`config.mk`:
```
export PLATFORM = sky130hd
export DESIGN_NAME = param_loader_flat
export DESIGN_NICKNAME = d
export VERILOG_FILES = /design/src/rtl/param_loader_if.sv /design/src/rtl/param_loader.sv /design/src/flat_wrapper.sv
export SDC_FILE = /design/constraint.sdc
export NUM_CORES = 1
export LEC_CHECK = 0
export ABC_AREA = 1
export CAP_MARGIN = 10
export CORE_UTILIZATION = 54
export CTS_CLUSTER_SIZE = 16
export DETAILED_ROUTE_END_ITERATION = 7
export MAX_ROUTING_LAYER = met4
export PLACE_DENSITY_LB_ADDON = 0.08
export SLEW_MARGIN = 20
export SYNTH_ARGS = -nofsm -noshare
export SYNTH_HDL_FRONTEND = slang
export SYNTH_SLANG_ARGS = --single-unit
```
`constraint.sdc`:
```
create_clock -name clk -period 1.89 [get_ports clk]
set_input_delay 0.189 -clock clk [delete_from_list [all_inputs] [get_ports clk]]
set_output_delay 0.189 -clock clk [all_outputs]
set_load 0.02 [all_outputs]
```
`src/rtl/param_loader_if.sv`:
```
// Bundles the command, the load stream, the engine write port and the result signals.
// The slave modport is the loader's view of the bundle and the master modport is the driver's view.
interface param_loader_if;
  logic               go;
  logic               load_all;
  logic signed [15:0] in_data;
  logic               in_valid;
  logic               in_ready;
  logic [15:0]        ld_wdata;
  logic [12:0]        ld_waddr;
  logic               we;
  logic               we_b12;
  logic               w23_we;
  logic               b23_we;
  logic               we_data;
  logic               start;
  logic [9:0]         onehot_enc;
  logic [3:0]         result_idx;
  logic               result_valid;
  logic               result_err;
  logic               busy;

  modport slave (
    input  go, load_all, in_data, in_valid, onehot_enc,
    output in_ready, ld_wdata, ld_waddr, we, we_b12, w23_we, b23_we, we_data,
           start, result_idx, result_valid, result_err, busy
  );

  modport master (
    output go, load_all, in_data, in_valid, onehot_enc,
    input  in_ready, ld_wdata, ld_waddr, we, we_b12, w23_we, b23_we, we_data,
           start, result_idx, result_valid, result_err, busy
  );
endinterface

```
`src/rtl/param_loader.sv`:
```
// Streams weights, biases and an image into the inference engine memories, pulses start, then reports the decoded result.
// Defining PARAM_LOADER_ONEHOT_CHECK_EN adds a check that the engine output is a valid one-hot code.
module param_loader #(
  parameter int W12_DEPTH    = 5120,
  parameter int B12_DEPTH    = 20,
  parameter int W23_DEPTH    = 200,
  parameter int B23_DEPTH    = 10,
  parameter int IMG_DEPTH    = 256,
  parameter int START_LEN    = 5,
  parameter int INFER_CYCLES = 5400
) (
  input  logic           clk,
  input  logic           reset,
  param_loader_if.slave  bus
);

  typedef enum logic [3:0] {
    IDLE, LD_W12, LD_B12, LD_W23, LD_B23, LD_IMG, START, WAIT, REPORT
  } state_t;

  state_t      state_q, state_d;
  logic [12:0] cnt_q, cnt_d;
  logic [31:0] tmr_q, tmr_d;
  logic [4:0]  en_q, en_d;
  logic [15:0] wdata_q, wdata_d;
  logic [12:0] waddr_q, waddr_d;
  logic [3:0]  ridx_q, ridx_d;
  logic        rerr_q, rerr_d;

  logic        is_ld;
  logic        accept;
  logic [12:0] last_idx;
  logic [4:0]  region_sel;
  state_t      next_region;
  logic [3:0]  low_idx;
  logic [3:0]  dec_idx;
  logic        dec_err;

  // Per-region last index, enable select and successor region.
  always_comb begin
    is_ld       = 1'b1;
    last_idx    = '0;
    region_sel  = '0;
    next_region = IDLE;
    case (state_q)
      LD_W12: begin last_idx = 13'(W12_DEPTH - 1); region_sel = 5'b00001; next_region = LD_B12; end
      LD_B12: begin last_idx = 13'(B12_DEPTH - 1); region_sel = 5'b00010; next_region = LD_W23; end
      LD_W23: begin last_idx = 13'(W23_DEPTH - 1); region_sel = 5'b00100; next_region = LD_B23; end
      LD_B23: begin last_idx = 13'(B23_DEPTH - 1); region_sel = 5'b01000; next_region = LD_IMG; end
      LD_IMG: begin last_idx = 13'(IMG_DEPTH - 1); region_sel = 5'b10000; next_region = START;  end
      default: is_ld = 1'b0;
    endcase
  end

  assign accept = is_ld && bus.in_valid;

  // Downward scan so the lowest set bit wins; no bit set yields 0.
  always_comb begin
    low_idx = '0;
    for (int i = 9; i >= 0; i--) begin
      if (bus.onehot_enc[i]) low_idx = 4'(i);
    end
  end

`ifdef PARAM_LOADER_ONEHOT_CHECK_EN
  assign dec_err = ($countones(bus.onehot_enc) != 1);
  assign dec_idx = dec_err ? 4'd15 : low_idx;
`else
  assign dec_err = 1'b0;
  assign dec_idx = low_idx;
`endif

  always_comb begin
    state_d = state_q;
    cnt_d   = cnt_q;
    tmr_d   = tmr_q;
    en_d    = '0;
    wdata_d = wdata_q;
    waddr_d = waddr_q;
    ridx_d  = ridx_q;
    rerr_d  = rerr_q;
    case (state_q)
      IDLE: begin
        if (bus.go) begin
          state_d = bus.load_all ? LD_W12 : LD_IMG;
          cnt_d   = '0;
        end
      end
      LD_W12, LD_B12, LD_W23, LD_B23, LD_IMG: begin
        if (accept) begin
          en_d    = region_sel;
          waddr_d = cnt_q;
          wdata_d = (state_q == LD_IMG) ? {14'd0, bus.in_data[1:0]} : bus.in_data;
          if (cnt_q == last_idx) begin
            cnt_d   = '0;
            state_d = next_region;
          end else begin
            cnt_d = cnt_q + 13'd1;
          end
        end
      end
      START: begin
        if (tmr_q == 32'(START_LEN - 1)) begin
          tmr_d   = '0;
          state_d = WAIT;
        end else begin
          tmr_d = tmr_q + 32'd1;
        end
      end
      WAIT: begin
        if (tmr_q == 32'(INFER_CYCLES - 1)) begin
          tmr_d   = '0;
          state_d = REPORT;
        end else begin
          tmr_d = tmr_q + 32'd1;
        end
      end
      REPORT: begin
        ridx_d  = dec_idx;
        rerr_d  = dec_err;
        state_d = IDLE;
      end
      default: state_d = IDLE;
    endcase
  end

  always_ff @(posedge clk or negedge reset) begin
    if (!reset) begin
      state_q <= IDLE;
      cnt_q   <= '0;
      tmr_q   <= '0;
      en_q    <= '0;
      wdata_q <= '0;
      waddr_q <= '0;
      ridx_q  <= '0;
      rerr_q  <= 1'b0;
    end else begin
      state_q <= state_d;
      cnt_q   <= cnt_d;
      tmr_q   <= tmr_d;
      en_q    <= en_d;
      wdata_q <= wdata_d;
      waddr_q <= waddr_d;
      ridx_q  <= ridx_d;
      rerr_q  <= rerr_d;
    end
  end

  assign bus.in_ready     = is_ld;
  assign bus.ld_wdata     = wdata_q;
  assign bus.ld_waddr     = waddr_q;
  assign bus.we           = en_q[0];
  assign bus.we_b12       = en_q[1];
  assign bus.w23_we       = en_q[2];
  assign bus.b23_we       = en_q[3];
  assign bus.we_data      = en_q[4];
  assign bus.start        = (state_q == START);
  assign bus.busy         = (state_q != IDLE);
  assign bus.result_valid = (state_q == REPORT);
  // During REPORT the live decode is shown; afterwards the captured copy holds.
  assign bus.result_idx   = (state_q == REPORT) ? dec_idx : ridx_q;
  assign bus.result_err   = (state_q == REPORT) ? dec_err : rerr_q;

endmodule

```
`src/flat_wrapper.sv`:
```
// flat-port wrapper written by rule: the top's interface ports become plain ports
module param_loader_flat 
#(
  parameter int W12_DEPTH    = 5120,
  parameter int B12_DEPTH    = 20,
  parameter int W23_DEPTH    = 200,
  parameter int B23_DEPTH    = 10,
  parameter int IMG_DEPTH    = 256,
  parameter int START_LEN    = 5,
  parameter int INFER_CYCLES = 5400
)
  (clk, reset, bus_go, bus_load_all, bus_in_data, bus_in_valid, bus_onehot_enc, bus_in_ready, bus_ld_wdata, bus_ld_waddr, bus_we, bus_we_b12, bus_w23_we, bus_b23_we, bus_we_data, bus_start, bus_result_idx, bus_result_valid, bus_result_err, bus_busy);
  param_loader_if bus_i ();
  input  logic clk;
  input  logic reset;
  input wire logic [$bits(bus_i.go)-1:0] bus_go;
  input wire logic [$bits(bus_i.load_all)-1:0] bus_load_all;
  input wire logic [$bits(bus_i.in_data)-1:0] bus_in_data;
  input wire logic [$bits(bus_i.in_valid)-1:0] bus_in_valid;
  input wire logic [$bits(bus_i.onehot_enc)-1:0] bus_onehot_enc;
  output wire logic [$bits(bus_i.in_ready)-1:0] bus_in_ready;
  output wire logic [$bits(bus_i.ld_wdata)-1:0] bus_ld_wdata;
  output wire logic [$bits(bus_i.ld_waddr)-1:0] bus_ld_waddr;
  output wire logic [$bits(bus_i.we)-1:0] bus_we;
  output wire logic [$bits(bus_i.we_b12)-1:0] bus_we_b12;
  output wire logic [$bits(bus_i.w23_we)-1:0] bus_w23_we;
  output wire logic [$bits(bus_i.b23_we)-1:0] bus_b23_we;
  output wire logic [$bits(bus_i.we_data)-1:0] bus_we_data;
  output wire logic [$bits(bus_i.start)-1:0] bus_start;
  output wire logic [$bits(bus_i.result_idx)-1:0] bus_result_idx;
  output wire logic [$bits(bus_i.result_valid)-1:0] bus_result_valid;
  output wire logic [$bits(bus_i.result_err)-1:0] bus_result_err;
  output wire logic [$bits(bus_i.busy)-1:0] bus_busy;
  assign bus_i.go = bus_go;
  assign bus_i.load_all = bus_load_all;
  assign bus_i.in_data = bus_in_data;
  assign bus_i.in_valid = bus_in_valid;
  assign bus_i.onehot_enc = bus_onehot_enc;
  assign bus_in_ready = bus_i.in_ready;
  assign bus_ld_wdata = bus_i.ld_wdata;
  assign bus_ld_waddr = bus_i.ld_waddr;
  assign bus_we = bus_i.we;
  assign bus_we_b12 = bus_i.we_b12;
  assign bus_w23_we = bus_i.w23_we;
  assign bus_b23_we = bus_i.b23_we;
  assign bus_we_data = bus_i.we_data;
  assign bus_start = bus_i.start;
  assign bus_result_idx = bus_i.result_idx;
  assign bus_result_valid = bus_i.result_valid;
  assign bus_result_err = bus_i.result_err;
  assign bus_busy = bus_i.busy;
  param_loader #(.W12_DEPTH(W12_DEPTH), .B12_DEPTH(B12_DEPTH), .W23_DEPTH(W23_DEPTH), .B23_DEPTH(B23_DEPTH), .IMG_DEPTH(IMG_DEPTH), .START_LEN(START_LEN), .INFER_CYCLES(INFER_CYCLES)) u_core (.clk(clk), .reset(reset), .bus(bus_i));
endmodule
```
==> results of run 1 <==
## cell usage in the layout (no fill, tap or decap), drive strengths merged
cell type and n:
nand3b 2, or2 1, xor2 27, clkdlybuf4s15 1
nor3 21, a21oi 5, a31oi 5, clkinv 1
clkdlybuf4s50 63, a2bb2oi 1, clkinvlp 3, dlygate4sd2 1
xnor2 6, dfrtp 88, nand2 156, o211ai 1
inv 73, nand4 16, a22oi 1, nand3 39
ha 3, clkbuf 10, buf 58, o31ai 2
o22ai 1, o21ai 41, nor2 90, o21bai 1
dlygate4sd3 1, o221ai 1
## layer usage
layer  up-vias  GRT usage
met1      2036      0.373
met2       153      0.418
met5         -          -
met3        15     0.0588
li1       2133          -
met4         0     0.0795
## per-stage QoR
| step | utilization | instances |
|---|---|---|
| finish | 0.750 | 824 |
| floorplan | - | 586 |
| CTS | 0.729 | 814 |
| global placement | 0.700 | 795 |
| detailed placement | 0.700 | 795 |
| global route | 0.750 | 824 |
## worst max-delay path: stages, from the launching register on
cell and delay (ns):
dfrtp_1 0.40, inv_2 0.07, nand2_2 0.06, inv_2 0.06, nand3_2 0.09, buf_6 0.14, inv_4 0.05, o21ai_2 0.05
o31ai_2 0.25, buf_4 0.19
## sequential cells by signal, indices dropped and copies added (netlist names)
name,flops
u_core.cnt_q,13
u_core.bus.ld_wdata,16
u_core.rerr_q,1
u_core.en_q,5
u_core.ridx_q,4
u_core.tmr_q,32
u_core.state_q,4
u_core.bus.ld_waddr,13
## where the power goes
group	total (uW)	switching (uW)	leakage [uW]	internal (uW)
sequential	2420	200	0.00117	2220
clock	1260	728	0.0000870	530
combinational	3750	2230	0.00170	1520
## final cells by class
class | instances | area (um^2)
Clock buffer | 10 | 138
Clock inverter | 6 | 51.3
Fill cell | 615 | 2060
Inverter | 71 | 272
Multi-Input combinational cell | 420 | 2280
Sequential cell | 88 | 2200
Tap cell | 105 | 131
Timing Repair Buffer | 124 | 1120
## path summary, 6_finish.rpt
path	startpoint	to	slack [ns]	cells after the start
worst max-delay path	u_core.state_q[1]$_DFFE_PN0P_	bus_result_idx[3]	-0.004	9
worst min-delay path	reset	u_core.tmr_q[20]$_DFFE_PN0P_	0.24	2
worst max register to register	u_core.state_q[3]$_DFFE_PN0P_	u_core.state_q[1]$_DFFE_PN0P_	0.01	13
worst min register to register	u_core.tmr_q[31]$_DFFE_PN0P_	u_core.tmr_q[31]$_DFFE_PN0P_	0.48	1
max in group asynchronous	reset	u_core.state_q[0]$_DFFE_PN0P_	0.99	3
min in group clk	bus_in_data[0]	u_core.bus.ld_wdata[0]$_DFFE_PN0P_	0.37	3
## timing repair
item                       CTS  global route
buffers inserted             1            10
gates cloned                 1             0
resized for setup           43            35
setup endpoints to repair   10            36
hold endpoints to repair    21             0
pin swaps                    3            14
hold buffers                 1             0
## cell families (layout without fill, tap and decap cells)
logic type	count (synthesis)	count (layout)	synth area share
flip-flops	88	88	0.476
buffers and inverters	79	211	0.0652
AO/OA/AOI/OAI	58	59	0.0712
AND/OR/NAND/NOR	325	325	0.317
XOR/XNOR	33	33	0.0625
adder cells (fa/ha/maj)	3	3	0.00812
==> metrics.md, run 1 <==
| Metric | Value |
|---|---|
| Max_cap viols | `0` |
| Antenna cells | `0` |
| Detail Route Antenna Nets | `0` |
| Top-count cell post-synth | `nand2_1` |
| DRT Pass-1 Iters | `4` |
| Failing checks | `negative setup slack` |
| Synth area leaders | `dfrtp_1 48%, nand2_1 12%, nor2_1 6.6%` |
| Row count | `33` |
| Area Overhead vs Synth | `34.0%` |
| Mean Syn Cell Area | `7.89 um^2` |
| Total grt overflow | `0` |
| CTS tree | `done` |
| Fin. Hold Viols | `0` |
| Clock Root Buffer | `clkbuf_8` |
| Num CTS Buffers | `9` |
| Die area | `8940 um^2` |
| Clk Latency, worst-skew pair | `0.37 ns` |
| Warnings, synthesis | `0` |
| Place WS | `-0.183 ns` |
| Fmax | `0.528 GHz` |
| Max clock buf depth | `2` |
| Die Span Y | `94.5 um` |
| Worst-path clk slew | `0.10 ns` |
| Number of port buffers | `73` |
| Area share of the largest cell type after synthesis | `0.476` |
| Sequential share of the synthesized area | `0.476` |
| Wirelength per Cell | `14.2 um` |
| CTS sink count | `88` |
| 1st-iter DRT viols | `234` |
| Outcome | `finished, violations left` |
| RSZ-0062 raised after global routing | `yes` |
| DRC | `0` |
| Core area | `8260 um^2` |
| Layout cells sized above 1 | `0.185` |
| Slew Limit Fails | `0` |
| CP startpoint kind | `flip-flop` |
| Critical path fanouts, max | `5` |
| Top cells by count, synth | `145 x nand2_1, 88 x dfrtp_1, 81 x nor2_1` |
| Setup ws final | `-0.00420 ns` |
| Pin count of the biggest net entering global routing | `68` |
| Synthesized Nets | `620` |
| Chip width | `94.5 um` |
| First-pass GRT wire length | `18600 um` |
| Metal3 WL | `760 um` |
| Mapped Area | `4620 um^2` |
| Clk_skew | `0.0175 ns` |
| Slew headroom | `0.742` |
| Ys flop type | `dfrtp_1` |
| Critical Path RT | `1.70 ns` |
| Yosys top cell by area | `dfrtp_1` |
| IO Count | `74` |
| H-tree lvl count | `3` |
| Post-DP HPWL | `8390 um` |
| Slew @ Worst Pin | `0.385 ns` |
| Period utilisation layout | `1.00` |
| Final instance area | `6200 um^2` |
| Worst Setup Path Type | `flip-flop to output port` |
| Post-synthesis cell count | `586` |
| Initial antenna violation count | `0` |
| Static leakage | `0.00296 uW` |
| Via density | `5.26` |
| Gpl congestion | `0.916` |
| Met2 WL | `5360 um` |
| Max Used Layer | `met4` |
| M1 WL | `5420 um` |
| # setup viols final | `1` |
| P per Cell Area | `1200 nW/um^2` |
| Placed Area | `5780 um^2` |
| Initial Utilization | `0.560` |
| Minimum clock period after layout | `1.89 ns` |
| Routed wire length | `11700 um` |
| Worst Setup End Kind | `output port` |
| Final #Nets | `748` |
| Peak supply drop | `0.691 mV` |
| Min-delay worst type | `primary input to async pin` |
| Asr flop ratio synth | `1.00` |
| Via count | `4337` |
| Power, Total | `7430 uW` |
| Vias in the first global route | `4088` |
| Arrival @ worst endpoint | `1.71 ns` |
| Count of different cell masters after synthesis | `35` |
| FF+latch count, synth | `88` |
| Setup TNS | `-0.00420 ns` |
| Number of synthesized flops with an enable pin | `0` |
| Hold_ws | `0.244 ns` |
| GRT Util Overall | `0.275` |
Note: power is estimated with default switching activity, not from simulation.
==> run 2: changes to the inputs <==
--- a/config.mk
+++ b/config.mk
@@ -9,6 +9,8 @@
 export CAP_MARGIN = 10
 export CORE_UTILIZATION = 54
+export CTS_BUF_LIST = sky130_fd_sc_hd__clkbuf_16
 export CTS_CLUSTER_SIZE = 16
 export DETAILED_ROUTE_END_ITERATION = 7
+export GPL_TIMING_DRIVEN = 1
 export MAX_ROUTING_LAYER = met4
 export PLACE_DENSITY_LB_ADDON = 0.08
==> constraint.sdc (replaced) <==
create_clock -name clk -period 1.89 [get_ports clk]
set_input_delay 0.189 -clock clk [delete_from_list [all_inputs] [get_ports clk]]
set_output_delay 0.189 -clock clk [all_outputs]
set_load 0.01 [all_outputs]
==> run 2 against run 1 <==
The run still ends with negative setup slack left. Worst hold slack improved by 0.088 ns. Design area increased by 2.1%. Worst setup slack got worse by 0.0038 ns. Fmax decreased by 0.20%. Sequential power about the same. First-iteration DRC count decreased by 7.7%. Via count increased by 1.0%. Critical path depth increased by 2. Critical path type is now flip-flop to flip-flop.
==> metrics.md, run 2 (synthesized netlist as in run 1, its figures left out) <==
| Metric | Value |
|---|---|
| Outcome | `finished, violations left` |
| Failing checks | `negative setup slack` |
| Die Span Y | `94.5 um (unchanged)` |
| Max reg flops | `32 (unchanged)` |
| Area Overhead vs Synth | `36.8%` |
| Num CTS Buffers | `9 (unchanged)` |
| CP delay by family, top | `simple AND/OR/NAND/NOR gates` |
| Placed Area | `5760 um^2 (-0.26%)` |
| Fin cells | `823 (-0.12%)` |
| Placed Cells | `796 (+0.13%)` |
| Clk Latency, worst-skew pair | `0.34 ns (-0.03 ns)` |
| Core area | `8260 um^2 (unchanged)` |
| Fin. Hold Viols | `0 (unchanged)` |
| CP startpoint kind | `flip-flop` |
| First-pass GRT wire length | `18200 um (-2.0%)` |
| Minimum clock period after layout | `1.90 ns (+0.00375 ns)` |
| GRT Util Overall | `0.270 (-0.00551)` |
| Min-delay worst type | `primary input to async pin` |
| CTS tree | `done` |
| P per Cell Area | `1240 nW/um^2 (+3.5%)` |
| Detail Route Antenna Nets | `0 (unchanged)` |
| Largest stage delay, worst path | `0.39 ns (about the same)` |
| Number of port buffers | `73 (unchanged)` |
| Slew @ Worst Pin | `0.436 ns (+0.0510 ns)` |
| Initial Utilization | `0.560 (unchanged)` |
| Routed wire length | `11800 um (+1.0%)` |
| DRT Pass-1 Iters | `4 (unchanged)` |
| Layout cells sized above 1 | `0.187 (+0.00165)` |
| Slew headroom | `0.709 (-0.0334)` |
| Worst-path cell chain | `buf_6 > nor2_4 > buf_6 > buf_6 > nand3_1 > nand2_1 > nand2_1 > nor2_2 > nand3_4 > a21oi_4 > nor2_1` |
| R2r setup slk | `-0.008 ns (-0.02 ns)` |
| CTS sink count | `88 (unchanged)` |
| Stages on worst setup path | `11 (+2)` |
| Setup ws final | `-0.00796 ns (-0.00375 ns)` |
| IO Count | `74 (unchanged)` |
| Fmax | `0.527 GHz (-0.20%)` |
| Clock Root Buffer | `clkbuf_16` |
| 1st-iter DRT viols | `216 (-7.7%)` |
| Static leakage | `0.00301 uW (+1.8%)` |
| Peak supply drop | `0.606 mV (-12%)` |
| Clk_skew | `0.00624 ns (-0.0112 ns)` |
| Total grt overflow | `0 (unchanged)` |
| Gpl congestion | `0.941 (+2.7%)` |
| Wirelength per Cell | `14.4 um (+1.2%)` |
| Worst-path clk slew | `0.07 ns (-0.03 ns)` |
| Via count | `4382 (+1.0%)` |
| Most common cell after layout, fill and taps aside | `nand2_1` |
| Die area | `8940 um^2 (unchanged)` |
| Critical path fanouts, max | `5 (unchanged)` |
| Critical Path RT | `2.11 ns (+0.41 ns)` |
| Period utilisation layout | `1.00 (+0.00199)` |
| Worst Setup Path Type | `flip-flop to flip-flop` |
| CP dominant cell by count | `buf_6` |
| Arrival @ worst endpoint | `2.12 ns (+0.41 ns)` |
| Row count | `33 (unchanged)` |
| Antenna cells | `0 (unchanged)` |
| Chip width | `94.5 um (unchanged)` |
| Via density | `5.32 (+1.2%)` |
| Cell depth of the worst flop-to-flop path | `11 (-2)` |
| Commonest non-fill, non-tap cells in the layout | `139 x nand2_1, 88 x dfrtp_1, 72 x nor2_1` |
| Pin count of the biggest net entering global routing | `42 (-38%)` |
| # setup viols final | `3 (+2)` |
| Initial antenna violation count | `0 (unchanged)` |
| Vias in the first global route | `3969 (-2.9%)` |
| DRC | `0 (unchanged)` |
| Final instance area | `6320 um^2 (+2.1%)` |
| Final #Nets | `747 (-0.13%)` |
| Worst Setup End Kind | `flip-flop` |
| Max_cap viols | `0 (unchanged)` |
| CP bufs+invs | `3 (-2)` |
| Max clock buf depth | `2 (unchanged)` |
| Post-DP HPWL | `8420 um (+0.36%)` |
| Slowest CP cell | `dfrtp_1` |
| Slew Limit Fails | `0 (unchanged)` |
| RSZ-0062 raised after global routing | `yes` |
| H-tree lvl count | `3 (unchanged)` |
| Largest reg by FF count | `u_core.tmr_q` |
## run 2: cell types whose count changed in the layout (fill, tap and decap cells not counted), sizes merged
cell / previous run / this run
buf: 58 / 54
bufinv: 0 / 1
clkbuf: 10 / 11
clkinv: 1 / 2
clkinvlp: 3 / 2
dlygate4sd2: 1 / 2
## run 2: final cells by class
cell class | count | area (um^2)
Clock buffer | 9 | 225
Multi-Input combinational cell | 420 | 2320
Sequential cell | 88 | 2200
Timing Repair Buffer | 123 | 1100
Fill cell | 598 | 1930
Inverter | 71 | 272
Tap cell | 105 | 131
Clock inverter | 7 | 70.1
## run 2: per-stage QoR
stage | total power [uW] | setup slack (ns) | TNS (ns) | utilization | hold slack [ns]
after floorplan | 4140 | 0.125 | 0 | - | -0.107
after global placement | 5430 | -0.145 | -0.323 | 0.698 | 0.155
after detailed placement | 5520 | -0.206 | -0.489 | 0.698 | 0.162
after CTS | 7290 | -0.00752 | -0.00752 | 0.736 | 0.347
after global routing | 8310 | -0.129 | -1.79 | 0.766 | 0.378
final | 7840 | -0.00796 | -0.0119 | 0.766 | 0.332
## run 2: report_power, final
group | switching (uW) | leakage [uW] | internal, uW | total [uW]
combinational | 2110 | 0.00170 | 1540 | 3640
sequential | 206 | 0.00117 | 2220 | 2430
clock | 745 | 0.000138 | 1020 | 1770
## run 2: layer usage
metal / wire (um) / share of wire / global-route usage
met3: 763 / 0.065 / 0.0539
met5: 0 / 0 / -
met4: 170 / 0.014 / 0.0758
met1: 5380 / 0.45 / 0.375
met2: 5520 / 0.47 / 0.403
## run 2: final timing paths
check	from	to
setup / recovery	u_core.state_q[2]$_DFFE_PN0P_	u_core.cnt_q[11]$_DFFE_PN0P_
hold reg to reg	u_core.tmr_q[31]$_DFFE_PN0P_	u_core.tmr_q[31]$_DFFE_PN0P_
setup reg to reg	u_core.state_q[2]$_DFFE_PN0P_	u_core.cnt_q[11]$_DFFE_PN0P_
min in group clk	bus_in_data[1]	u_core.bus.ld_wdata[1]$_DFFE_PN0P_
max in group asynchronous	reset	u_core.tmr_q[28]$_DFFE_PN0P_
hold / removal	reset	u_core.tmr_q[20]$_DFFE_PN0P_
## run 2: timing repair
| item | CTS | global route |
|---|---|---|
| buffers inserted | 0 | 9 |
| gates cloned | 0 | 1 |
| hold endpoints to repair | 31 | 0 |
| gates resized for setup | 36 | 48 |
| endpoints found under the setup margin | 9 | 39 |
| pin swaps | 1 | 17 |
| hold buffers | 1 | 0 |
==> run 3: changes to the inputs <==
- CTS_CLUSTER_DIAMETER: not set -> 100
==> results of run 3 <==
No change in the layout: final DEF, timing and power equal those of run 2.
